--- src/rtl/dcache_evict_buf.sv ---
// Write-back buffer between the L1 data cache and the memory request bus.
// Evicted dirty lines are queued in a small circular FIFO and drained one at
// a time; queued line addresses can be probed so the cache can stall a miss
// that targets a line still waiting to be written.
module dcache_evict_buf #(
    parameter int abus   = 48,
    parameter int lnbits = 5,
    parameter int depth  = 2
) (
    input  logic                      i_clk,
    input  logic                      i_nrst,
    input  logic                      i_wb_valid,
    output logic                      o_wb_ready,
    input  logic [abus-1:0]           i_wb_addr,
    input  logic [8*(2**lnbits)-1:0]  i_wb_data,
    input  logic [(2**lnbits)-1:0]    i_wb_strb,
    input  logic [abus-1:0]           i_chk_addr,
    output logic                      o_chk_hit,
    output logic                      o_mem_req_valid,
    input  logic                      i_mem_req_ready,
    output logic [abus-1:0]           o_mem_req_addr,
    output logic [8*(2**lnbits)-1:0]  o_mem_req_data,
    output logic [(2**lnbits)-1:0]    o_mem_req_strb,
    input  logic                      i_mem_resp_valid,
    input  logic                      i_mem_resp_err,
    output logic                      o_mem_resp_ready,
    output logic                      o_empty,
    output logic                      o_err_valid,
    output logic [abus-1:0]           o_err_addr
);

    localparam int LW = 8 * (2 ** lnbits);
    localparam int SW = 2 ** lnbits;
    localparam int PW = $clog2(depth);
    localparam int CW = PW + 1;

    localparam logic [1:0] ST_IDLE = 2'd0;
    localparam logic [1:0] ST_REQ  = 2'd1;
    localparam logic [1:0] ST_WAIT = 2'd2;

    logic [1:0]       state_q, state_d;
    logic [PW-1:0]    wr_ptr_q, wr_ptr_d;
    logic [PW-1:0]    rd_ptr_q, rd_ptr_d;
    logic [CW-1:0]    count_q, count_d;
    logic [depth-1:0] valid_q, valid_d;
    logic             err_valid_q, err_valid_d;
    logic [abus-1:0]  err_addr_q, err_addr_d;

    logic [abus-1:0]  ent_addr_q [depth];
    logic [abus-1:0]  ent_addr_d [depth];
    logic [LW-1:0]    ent_data_q [depth];
    logic [LW-1:0]    ent_data_d [depth];
    logic [SW-1:0]    ent_strb_q [depth];
    logic [SW-1:0]    ent_strb_d [depth];

    logic             wb_ready;
    logic             push;
    logic             pop;
    logic             req_active;
    logic [abus-1:0]  head_addr;

    // Handshake qualifiers; ready depends on registered count only, so a
    // push is never accepted on the strength of a same-cycle pop.
    always_comb begin
        wb_ready   = (count_q != CW'(depth));
        push       = i_wb_valid & wb_ready;
        pop        = (state_q == ST_WAIT) & i_mem_resp_valid;
        req_active = (state_q == ST_REQ) | (state_q == ST_WAIT);
        head_addr  = {ent_addr_q[rd_ptr_q][abus-1:lnbits], {lnbits{1'b0}}};
    end

    // Drain FSM: one outstanding write, head popped on its response.
    always_comb begin
        state_d = state_q;
        case (state_q)
            ST_IDLE: if (count_q != '0) state_d = ST_REQ;
            ST_REQ:  if (i_mem_req_ready) state_d = ST_WAIT;
            ST_WAIT: if (i_mem_resp_valid) state_d = ST_IDLE;
            default: state_d = ST_IDLE;
        endcase
    end

    // FIFO pointers, occupancy, per-entry valid bits and error capture.
    always_comb begin
        wr_ptr_d    = wr_ptr_q;
        rd_ptr_d    = rd_ptr_q;
        count_d     = count_q;
        valid_d     = valid_q;
        err_valid_d = 1'b0;
        err_addr_d  = err_addr_q;
        if (push) wr_ptr_d = wr_ptr_q + PW'(1);
        if (pop)  rd_ptr_d = rd_ptr_q + PW'(1);
        if (push && !pop) count_d = count_q + CW'(1);
        if (!push && pop) count_d = count_q - CW'(1);
        if (pop)  valid_d[rd_ptr_q] = 1'b0;
        if (push) valid_d[wr_ptr_q] = 1'b1;
        if (pop && i_mem_resp_err) begin
            err_valid_d = 1'b1;
            err_addr_d  = head_addr;
        end
    end

    // Entry storage written at the tail on push.
    always_comb begin
        ent_addr_d = ent_addr_q;
        ent_data_d = ent_data_q;
        ent_strb_d = ent_strb_q;
        if (push) begin
            ent_addr_d[wr_ptr_q] = i_wb_addr;
            ent_data_d[wr_ptr_q] = i_wb_data;
            ent_strb_d[wr_ptr_q] = i_wb_strb;
        end
    end

    // Line-address probe over registered valid entries only.
    always_comb begin
        o_chk_hit = 1'b0;
        for (int unsigned i = 0; i < depth; i++) begin
            if (valid_q[i] && (ent_addr_q[i][abus-1:lnbits] == i_chk_addr[abus-1:lnbits]))
                o_chk_hit = 1'b1;
        end
    end

    // Control state registers.
    always_ff @(posedge i_clk or negedge i_nrst) begin
        if (!i_nrst) begin
            state_q     <= ST_IDLE;
            wr_ptr_q    <= '0;
            rd_ptr_q    <= '0;
            count_q     <= '0;
            valid_q     <= '0;
            err_valid_q <= 1'b0;
            err_addr_q  <= '0;
        end else begin
            state_q     <= state_d;
            wr_ptr_q    <= wr_ptr_d;
            rd_ptr_q    <= rd_ptr_d;
            count_q     <= count_d;
            valid_q     <= valid_d;
            err_valid_q <= err_valid_d;
            err_addr_q  <= err_addr_d;
        end
    end

    // Entry payload registers; contents are qualified by valid_q, so no reset.
    always_ff @(posedge i_clk) begin
        ent_addr_q <= ent_addr_d;
        ent_data_q <= ent_data_d;
        ent_strb_q <= ent_strb_d;
    end

    // Output mapping; request fields are forced to zero outside Req/WaitResp.
    always_comb begin
        o_wb_ready       = wb_ready;
        o_mem_req_valid  = (state_q == ST_REQ);
        o_mem_req_addr   = req_active ? head_addr : '0;
        o_mem_req_data   = req_active ? ent_data_q[rd_ptr_q] : '0;
        o_mem_req_strb   = req_active ? ent_strb_q[rd_ptr_q] : '0;
        o_mem_resp_ready = (state_q == ST_WAIT);
        o_empty          = (count_q == '0) && (state_q == ST_IDLE);
        o_err_valid      = err_valid_q;
        o_err_addr       = err_addr_q;
    end

endmodule
--- config.mk ---
export PLATFORM = sky130hd
export DESIGN_NAME = dcache_evict_buf
export DESIGN_NICKNAME = d
export VERILOG_FILES = /design/src/rtl/dcache_evict_buf.sv
export SDC_FILE = /design/constraint.sdc
export NUM_CORES = 1
export LEC_CHECK = 0
export ABC_AREA = 1
export ABC_CLOCK_PERIOD_IN_PS = 21700
export CORE_AREA = 8 8 294 296
export DETAILED_ROUTE_END_ITERATION = 16
export DIE_AREA = 0 0 302 304
export RECOVER_POWER = 50
export SYNTH_ARGS = -nofsm -noshare
export SYNTH_HDL_FRONTEND = slang
export SYNTH_SLANG_ARGS = --single-unit
--- constraint.sdc ---
create_clock -name i_clk -period 21.7 [get_ports i_clk]
set_clock_uncertainty 0.2 [all_clocks]
set_input_delay 4.34 -clock i_clk [delete_from_list [all_inputs] [get_ports i_clk]]
set_output_delay 4.34 -clock i_clk [all_outputs]
set_load 0.01 [all_outputs]
* Yosys cells after proc, flatten, opt, wreduce, memory -nomap -nowiden
Cells that the tools add are included. W data, S select, Z words.
Word-level totals: register bits after elaboration 724, input port bits 390, word-level logic and storage cells 92
Cells by class: add/sub/neg operators 4, $lt $le $gt $ge 7, equality and inequality tests 8, muxes and demuxes 36, bitwise gates (word level) 8, reductions and logical operators 16
Operators by type and width (count):
- $mux W256 | 5
- $bwmux W512 | 1
- $demux W256 S1 | 1
- $mux W48 | 5
- $mux W32 | 5
- $bwmux W96 | 1
- $eq A43 B43 Y1 | 2
- $bwmux W64 | 1
- $demux W48 S1 | 1
- $demux W32 S1 | 1
- $mux W2 | 7
- $logic_and A1 B1 Y1 | 9
- $ne A2 B2 Y1 const B | 3
- $pmux W2 S3 | 1
- $mux W1 | 5
- $ge A2 B2 Y1 const B | 2
- $logic_not A2 Y1 | 2
- $lt A1 B2 Y1 const B | 2
- $not A1 Y2 | 2
- $reduce_bool A2 Y1 | 2
- $reduce_and A3 Y1 | 1
- $add A1 B1 Y1 const B | 2
- $add A2 B1 Y2 const B | 1
- $and A1 B1 Y1 | 2
- other kinds (12) | 15

* Depth between registers and ports, before layout
Gate-level depths: netlist (run 1).
depth after elaboration 9, depth in mapped cells 10

* Worst setup path before layout (run 1)
No wires, ideal clock.
path kind input port to flip-flop, from input port i_wb_valid, to register ent_addr_q[10] in the netlist's numbering, enable pin, setup time 1032 ps, arrival 18178 ps, required time 20468 ps, slack 2290 ps, stages 2, path buffers 0, path through nand2_1 > nor2_1
Between the ends: longest elaborated chain between the ends 1
Ends and longest elaborated chain:
- start, declared | line 12 | input logic i_wb_valid,
- $and A1 B1 Y1 | line 66 | push = i_wb_valid & wb_ready;
- end signal, assigned | line 147 | ent_addr_q <= ent_addr_d;
- end, declared | line 49 | logic [abus-1:0] ent_addr_q [depth];
Every way passes these cells. A chain may end at the register's enable or synchronous reset.

* Worst setup path after layout (run 1)
from input port i_wb_valid, to register ent_data_q[73] in the netlist's numbering, enable pin
Between the ends: longest elaborated chain between the ends 1
Ends and longest elaborated chain:
- $and A1 B1 Y1 | line 66
- end signal, assigned | line 148 | ent_data_q <= ent_data_d;
- end, declared | line 51 | logic [LW-1:0] ent_data_q [depth];
Every way passes these cells.

==> flow_metrics.env, run 1 <==
export IMPL_power_density_mw_per_mm2=156
export IMPL_routed_wirelength_mm=90.5
export IMPL_dp_final_hpwl_mm=62.6
export IMPL_critical_path_capture_point_type="flip-flop"
export IMPL_beginning_of_the_worst_register_to_register_path="count_q[0]$_DFFE_PN0P_"
export IMPL_grt_setup_unrepaired="no"
export IMPL_postCtsSetupBuffers=0
export IMPL_cts_root_to_sink_buffers=3
export IMPL_die_y_microns=304
export IMPL_timing_worst_slew_pin_value_ns=10.23
export IMPL_pin_count=780
export IMPL_place_detailed_instances=4043
export IMPL_cts_inserted_buffers=80
export IMPL_grt_max_degree=166
export IMPL_initial_utilization=0.346
export IMPL_ys_seq_area_frac=0.750
export IMPL_ys_top_cells_by_area="edfxtp_1, nor2_1, o21ai_0, dfrtp_1, nand2_1"
export IMPL_synth_largest_area_cell="edfxtp_1"
export IMPL_yosys_register_bits=714
export IMPL_final_report_max_slew_violation_count=562
export IMPL_firstDrtPassIters=5
export IMPL_drt_antenna_violating_nets=0
export IMPL_std_cell_rows=105
export IMPL_critPathLaunchType="input pin"
export IMPL_fin_crit_sh=0.643
export IMPL_drt_initial_drc_count=1301
export IMPL_dieArea_sq_mm=0.0918
export IMPL_run_status="finished, violations left"
export IMPL_syn_area_sq_mm=0.0282
export IMPL_antenna_found_initial=66
export IMPL_insertion_delay_ns=0.62
export IMPL_final_setup_viol_count=0
export IMPL_ir_worst_vdd_mv=0.108
export IMPL_total_leakage_power_nw=14.3
export IMPL_grt_first_pass_wirelength_mm=131
export IMPL_holdCritStartpoint="o_err_addr[9]$_DFFE_PN0P_"
export IMPL_cap_viol_max_count=6
export IMPL_hold_violations=0
export IMPL_globalplace_congestion=0.879
export IMPL_achievable_frequency_ghz=0.0716
export IMPL_groute_usage_overall=0.188
export IMPL_cts_num_sinks=714
export IMPL_synth_area_per_inst_sq_um=12.2
export IMPL_hold_path_class="reg -> reg"
export IMPL_ratio_of_routed_vias_to_standard_cells=4.72
export IMPL_worst_path_max_fanout=164
export IMPL_global_route_overflow_total=0
export IMPL_grt_pass1_vias=20500
export IMPL_route_vias_total=19900
export IMPL_clockRootBuffer="clkbuf_16"
export IMPL_dpl_worst_slack_ns=10.62
export IMPL_postLayoutCellArea_sq_mm=0.0392
export IMPL_synthToLayoutAreaGrowth_pct=38.7
export IMPL_data_required_time_of_the_critical_path_ns=21.72
export IMPL_timing_setup_critical_path_class="in -> reg"
export IMPL_post_synth_top_area_fraction=0.704
export IMPL_drt_drc_violations_left=0
export IMPL_synth_lib_cells_used_distinct=25
export IMPL_post_synth_inst_count=2314
export IMPL_holdBufCountCts=0
export IMPL_detailed_place_area_sq_mm=0.0366
export IMPL_core_region_area_sq_mm=0.0816
export IMPL_setup_slack_ns=7.74
export IMPL_setup_tns_final_ns=0
export IMPL_post_cts_resize_count=0
export IMPL_critical_path_arrival_ns=13.98
export IMPL_synth_yosys_warnings=0
export IMPL_post_drt_wl_per_cell_microns=21.4
export IMPL_timing_slew_headroom=-5.82
export IMPL_port_buffers=759
export IMPL_fin_nets=3449
export IMPL_period_minus_slack_ns=13.96
export IMPL_clk_transition_reported_paths_ns=0.06
export IMPL_drive_gt1_frac=0.0439
export IMPL_crit_path_start="i_wb_valid"
export IMPL_violations_in_the_final_reports="capacitance limit, slew limit"
export IMPL_cts_h_tree_depth=3
export IMPL_finish_cell_count_without_fillers=4220
export IMPL_tritoncts="done"
export IMPL_fp_dieW_microns=302
per-layer routing:
| metal | track usage | vias up | part of all wire |
|---|---|---|---|
| met1 | 0.204 | 9510 | 0.36 |
| li1 | - | 9428 | - |
| met3 | 0.0766 | 201 | 0.099 |
| met5 | 0 | - | 0.0024 |
| met2 | 0.332 | 755 | 0.50 |
| met4 | 0.0623 | 34 | 0.032 |
path summary, 6_finish.rpt:
check	endpoint	slack [ns]	depth (start not counted)
worst max-delay path	ent_data_q[73]$_DFFE_PP_	7.74	5
worst min-delay path	o_err_addr[9]$_DFFE_PN0P_	0.29	2
worst max register to register	ent_data_q[73]$_DFFE_PP_	11.42	6
worst min register to register	o_err_addr[9]$_DFFE_PN0P_	0.29	2
max in group asynchronous	rd_ptr_q$_DFFE_PN0N_	14.56	2
min in group asynchronous	o_err_addr[26]$_DFFE_PN0P_	4.61	2
per-stage QoR:
step | utilization | hold WS, ns | power [mW]
final | 0.480 | 0.287 | 6.10
after CTS | 0.480 | 0.287 | 6.16
after detailed placement | 0.449 | 0.274 | 4.84
after floorplan | - | 0.265 | 3.44
after global placement | 0.449 | 0.269 | 4.81
after global routing | 0.480 | 0.305 | 6.46
cell type report:
| cell class | instances | area (sq um) |
|---|---|---|
| Fill cell | 7205 | 42400 |
| Sequential cell | 714 | 21200 |
| Timing Repair Buffer | 777 | 7700 |
| Multi-Input combinational cell | 1368 | 5920 |
| Clock buffer | 100 | 2120 |
| Tap cell | 1070 | 1340 |
| Inverter | 114 | 440 |
| Clock inverter | 45 | 377 |
| Antenna cell | 32 | 80.1 |
cell usage after synthesis:
cell	n
edfxtp_1	662
nand2_2	1
dfrtp_1	52
nand4_1	6
inv_4	1
xor2_1	2
xnor2_1	28
a21oi_1	3
ha_1	4
nand2_1	254
inv_1	112
clkbuf_1	66
nor2_1	659
buf_6	17
mux2i_1	10
o21ai_0	363
clkinv_1	1
buf_4	29
a21boi_0	1
buf_2	13
buf_8	2
conb_1	1
nand3_1	2
o21ai_1	23
nor3_1	2
cells by family (layout without fill, tap and decap cells):
kind of cell	Yosys count	after routing	share of synthesized area
AOI/OAI and AO/OA	390	390	0.0692
xor gates and xnor gates	30	30	0.00931
adders and majority gates	4	4	0.00177
buffers and inverters	241	1036	0.0419
DFF	714	714	0.750
muxes	10	10	0.00355
other	1	42	0.000133
and+or+nand+nor	924	924	0.124
registers in the layout, indices dropped and copies added (netlist names):
| register | cells |
|---|---|
| wr_ptr_q | 1 |
| o_err_valid | 1 |
| count_q | 2 |
| ent_addr_q | 86 |
| rd_ptr_q | 1 |
| valid_q | 2 |
| ent_data_q | 512 |
| o_err_addr | 43 |
| state_q | 2 |
| ent_strb_q | 64 |
power breakdown:
group / switching, mW / internal [mW] / leakage [nW]
Sequential: 0.113 / 1.95 / 6.79
Combinational: 1.59 / 1.17 / 6.31
Clock: 0.559 / 0.727 / 1.23
critical path, stage by stage:
cell,delay (ns)
dlygate4sd3_1,0.54
nand2_1,0.15
nor2_1,0.16
clkbuf_1,7.08
buf_4,1.55
cells in the final DEF, fill, tap and decap left out, types with 22 or more instances in the layout:
cell / instances
clkbuf_16: 80
clkbuf_1: 22
diode_2: 32
dlygate4sd3_1: 333
dfrtp_1: 51
inv_1: 112
clkdlybuf4s50_1: 425
edfxtp_1: 662
xnor2_1: 28
nor2_1: 658
nand2_1: 254
o21ai_0: 374
Note: power is estimated with default switching activity, not from simulation.
==> run 2: changes to the inputs <==
ABC_CLOCK_PERIOD_IN_PS = 13300   (was 21700)
clock period = 13.3 ns   (was 21.7 ns; I/O delays follow)
==> flow_metrics.env, run 2 (synthesis results as in run 1) <==
export IMPL_run_status="finished, violations left"
export IMPL_violations_in_the_final_reports="capacitance limit, slew limit"
export IMPL_post_route_util=0.482
export IMPL_largest_register="ent_data_q"
export IMPL_dpl_worst_slack_ns=5.68
export IMPL_final_setup_viol_count=0
export IMPL_number_of_flip_flops_in_the_largest_register=512
export IMPL_dp_final_hpwl_mm=63.0
export IMPL_hold_path_class="reg -> reg"
export IMPL_achievable_frequency_ghz=0.0993
export IMPL_seqPwrFrac=0.330
export IMPL_cts_num_sinks=714
export IMPL_grt_setup_unrepaired="no"
export IMPL_core_region_area_sq_mm=0.0816
export IMPL_cts_h_tree_depth=3
export IMPL_power_share_clock=0.219
export IMPL_grt_max_degree=214
export IMPL_port_buffers=759
export IMPL_mostFrequentLayoutCell="edfxtp_1"
export IMPL_critical_path_capture_point_type="output pin"
export IMPL_period_minus_slack_ns=10.07
export IMPL_groute_usage_overall=0.190
export IMPL_power_switching_share=0.367
export IMPL_ir_worst_vdd_mv=0.268
export IMPL_cap_viol_max_count=5
export IMPL_final_report_max_slew_violation_count=365
export IMPL_timing_hold_worst_path_depth=2
export IMPL_worstRegToRegCells=4
export IMPL_tritoncts="done"
export IMPL_hold_violations=0
export IMPL_switching_power_mw=3.66
export IMPL_global_route_overflow_total=0
export IMPL_fin_crit_sh=0.757
export IMPL_initial_utilization=0.346
export IMPL_fp_dieW_microns=302
export IMPL_post_drt_wl_per_cell_microns=21.4
export IMPL_total_leakage_power_nw=14.4
export IMPL_insertion_delay_ns=0.62
export IMPL_cts_inserted_buffers=81
export IMPL_grt_first_pass_wirelength_mm=131
export IMPL_grt_pass1_vias=20400
export IMPL_synthToLayoutAreaGrowth_pct=39.4
export IMPL_power_density_mw_per_mm2=253
export IMPL_timing_setup_critical_path_class="reg -> out"
export IMPL_setup_slack_ns=3.23
export IMPL_drive_gt1_frac=0.0403
export IMPL_place_detailed_instances=4043
export IMPL_die_y_microns=304
export IMPL_worst_path_max_fanout=99
export IMPL_ratio_of_routed_vias_to_standard_cells=4.70
export IMPL_share_comb_of_total_power=0.451
export IMPL_routed_wirelength_mm=90.7
export IMPL_globalplace_congestion=0.904
export IMPL_critical_path_arrival_ns=7.21
export IMPL_top_regs="ent_data_q (512), ent_addr_q (86), ent_strb_q (64)"
export IMPL_antenna_found_initial=81
export IMPL_clockRootBuffer="clkbuf_16"
export IMPL_drt_initial_drc_count=1398
export IMPL_post_cts_resize_count=0
export IMPL_timing_reg2reg_setup_slack_ns=6.98
export IMPL_timing_worst_slew_pin_value_ns=4.52
export IMPL_fin_nets=3450
export IMPL_clk_transition_reported_paths_ns=0.06
export IMPL_drt_drc_violations_left=0
export IMPL_setup_tns_final_ns=0
export IMPL_std_cell_rows=105
export IMPL_dieArea_sq_mm=0.0918
export IMPL_pin_count=780
export IMPL_data_required_time_of_the_critical_path_ns=10.44
export IMPL_drt_antenna_violating_nets=0
export IMPL_cts_root_to_sink_buffers=3
export IMPL_critPathLaunchType="flip-flop"
export IMPL_postCtsSetupBuffers=0
export IMPL_intPower_mw=6.29
export IMPL_route_vias_total=20000
export IMPL_holdBufCountCts=0
export IMPL_finish_cell_count_without_fillers=4246
export IMPL_timing_slew_headroom=-2.01
export IMPL_firstDrtPassIters=5
export IMPL_most_common_layout_cells="edfxtp_1, nor2_1, clkdlybuf4s50_1"
==> run 2: changes by cell type in the layout (fill, tap and decap cells not counted), moves of 7 or more <==
cell	previous run	this run
clkinv_1	11	20
clkdlybuf4s50_1	425	409
clkinv_2	18	7
diode_2	32	53
clkbuf_1	22	29
dlygate4sd3_1	333	349
==> run 2: worst max-delay path, stage by stage (launching register included) <==
cell,delay [ns]
dfrtp_4,1.03
clkbuf_1,3.22
buf_4,1.08
o21ai_0,0.21
nor2_1,0.27
clkdlybuf4s50_1,0.66
==> run 2: path summary, 6_finish.rpt <==
kind,endpoint,from
max in group asynchronous,rd_ptr_q$_DFFE_PN0N_,i_nrst
min in group asynchronous,o_err_addr[19]$_DFFE_PN0P_,i_nrst
worst max register to register,o_err_addr[41]$_DFFE_PN0P_,rd_ptr_q$_DFFE_PN0N_
worst max-delay path,o_mem_req_data[40],rd_ptr_q$_DFFE_PN0N_
worst min-delay path,o_err_addr[44]$_DFFE_PN0P_,o_err_addr[44]$_DFFE_PN0P_
worst min register to register,o_err_addr[44]$_DFFE_PN0P_,o_err_addr[44]$_DFFE_PN0P_
==> run 2: power by group through the flow <==
stage / Clock, mW / Sequential, mW / Combinational [mW]
floorplan: 0 / 3.43 / 2.05
global placement: 0 / 3.30 / 4.55
global route: 2.32 / 3.34 / 4.86
finish: 2.18 / 3.29 / 4.49
CTS: 2.23 / 3.28 / 4.60
detailed placement: 0 / 3.32 / 4.57
==> run 2: area by class of cell <==
| cell class | instances | area [sq um] |
|---|---|---|
| diodes | 53 | 133 |
| clock buffers | 108 | 2180 |
| clock inverters | 42 | 433 |
| fillers | 7223 | 42200 |
| inverters | 114 | 440 |
| multi-input cells | 1368 | 5920 |
| flip-flops and latches | 714 | 21200 |
| well taps | 1070 | 1340 |
| repair buffers | 777 | 7730 |
==> run 2: stage by stage <==
step | total power, mW | area, sq um | hold WS (ns)
2_1_floorplan | 5.48 | 28300 | 0.265
5_1_grt | 10.5 | 39300 | 0.295
3_3_place_gp | 7.85 | 36600 | 0.267
4_1_cts | 10.1 | 39300 | 0.286
3_5_place_dp | 7.90 | 36600 | 0.272
6_report | 9.95 | 39400 | 0.282
==> run 2: per-layer routing <==
metal | GRT usage | up-vias | part of all wire
li1 | - | 9452 | -
met3 | 0.0776 | 198 | 0.10
met2 | 0.325 | 757 | 0.50
met1 | 0.203 | 9515 | 0.36
met4 | 0.0889 | 38 | 0.039
met5 | 0 | - | 0.0024
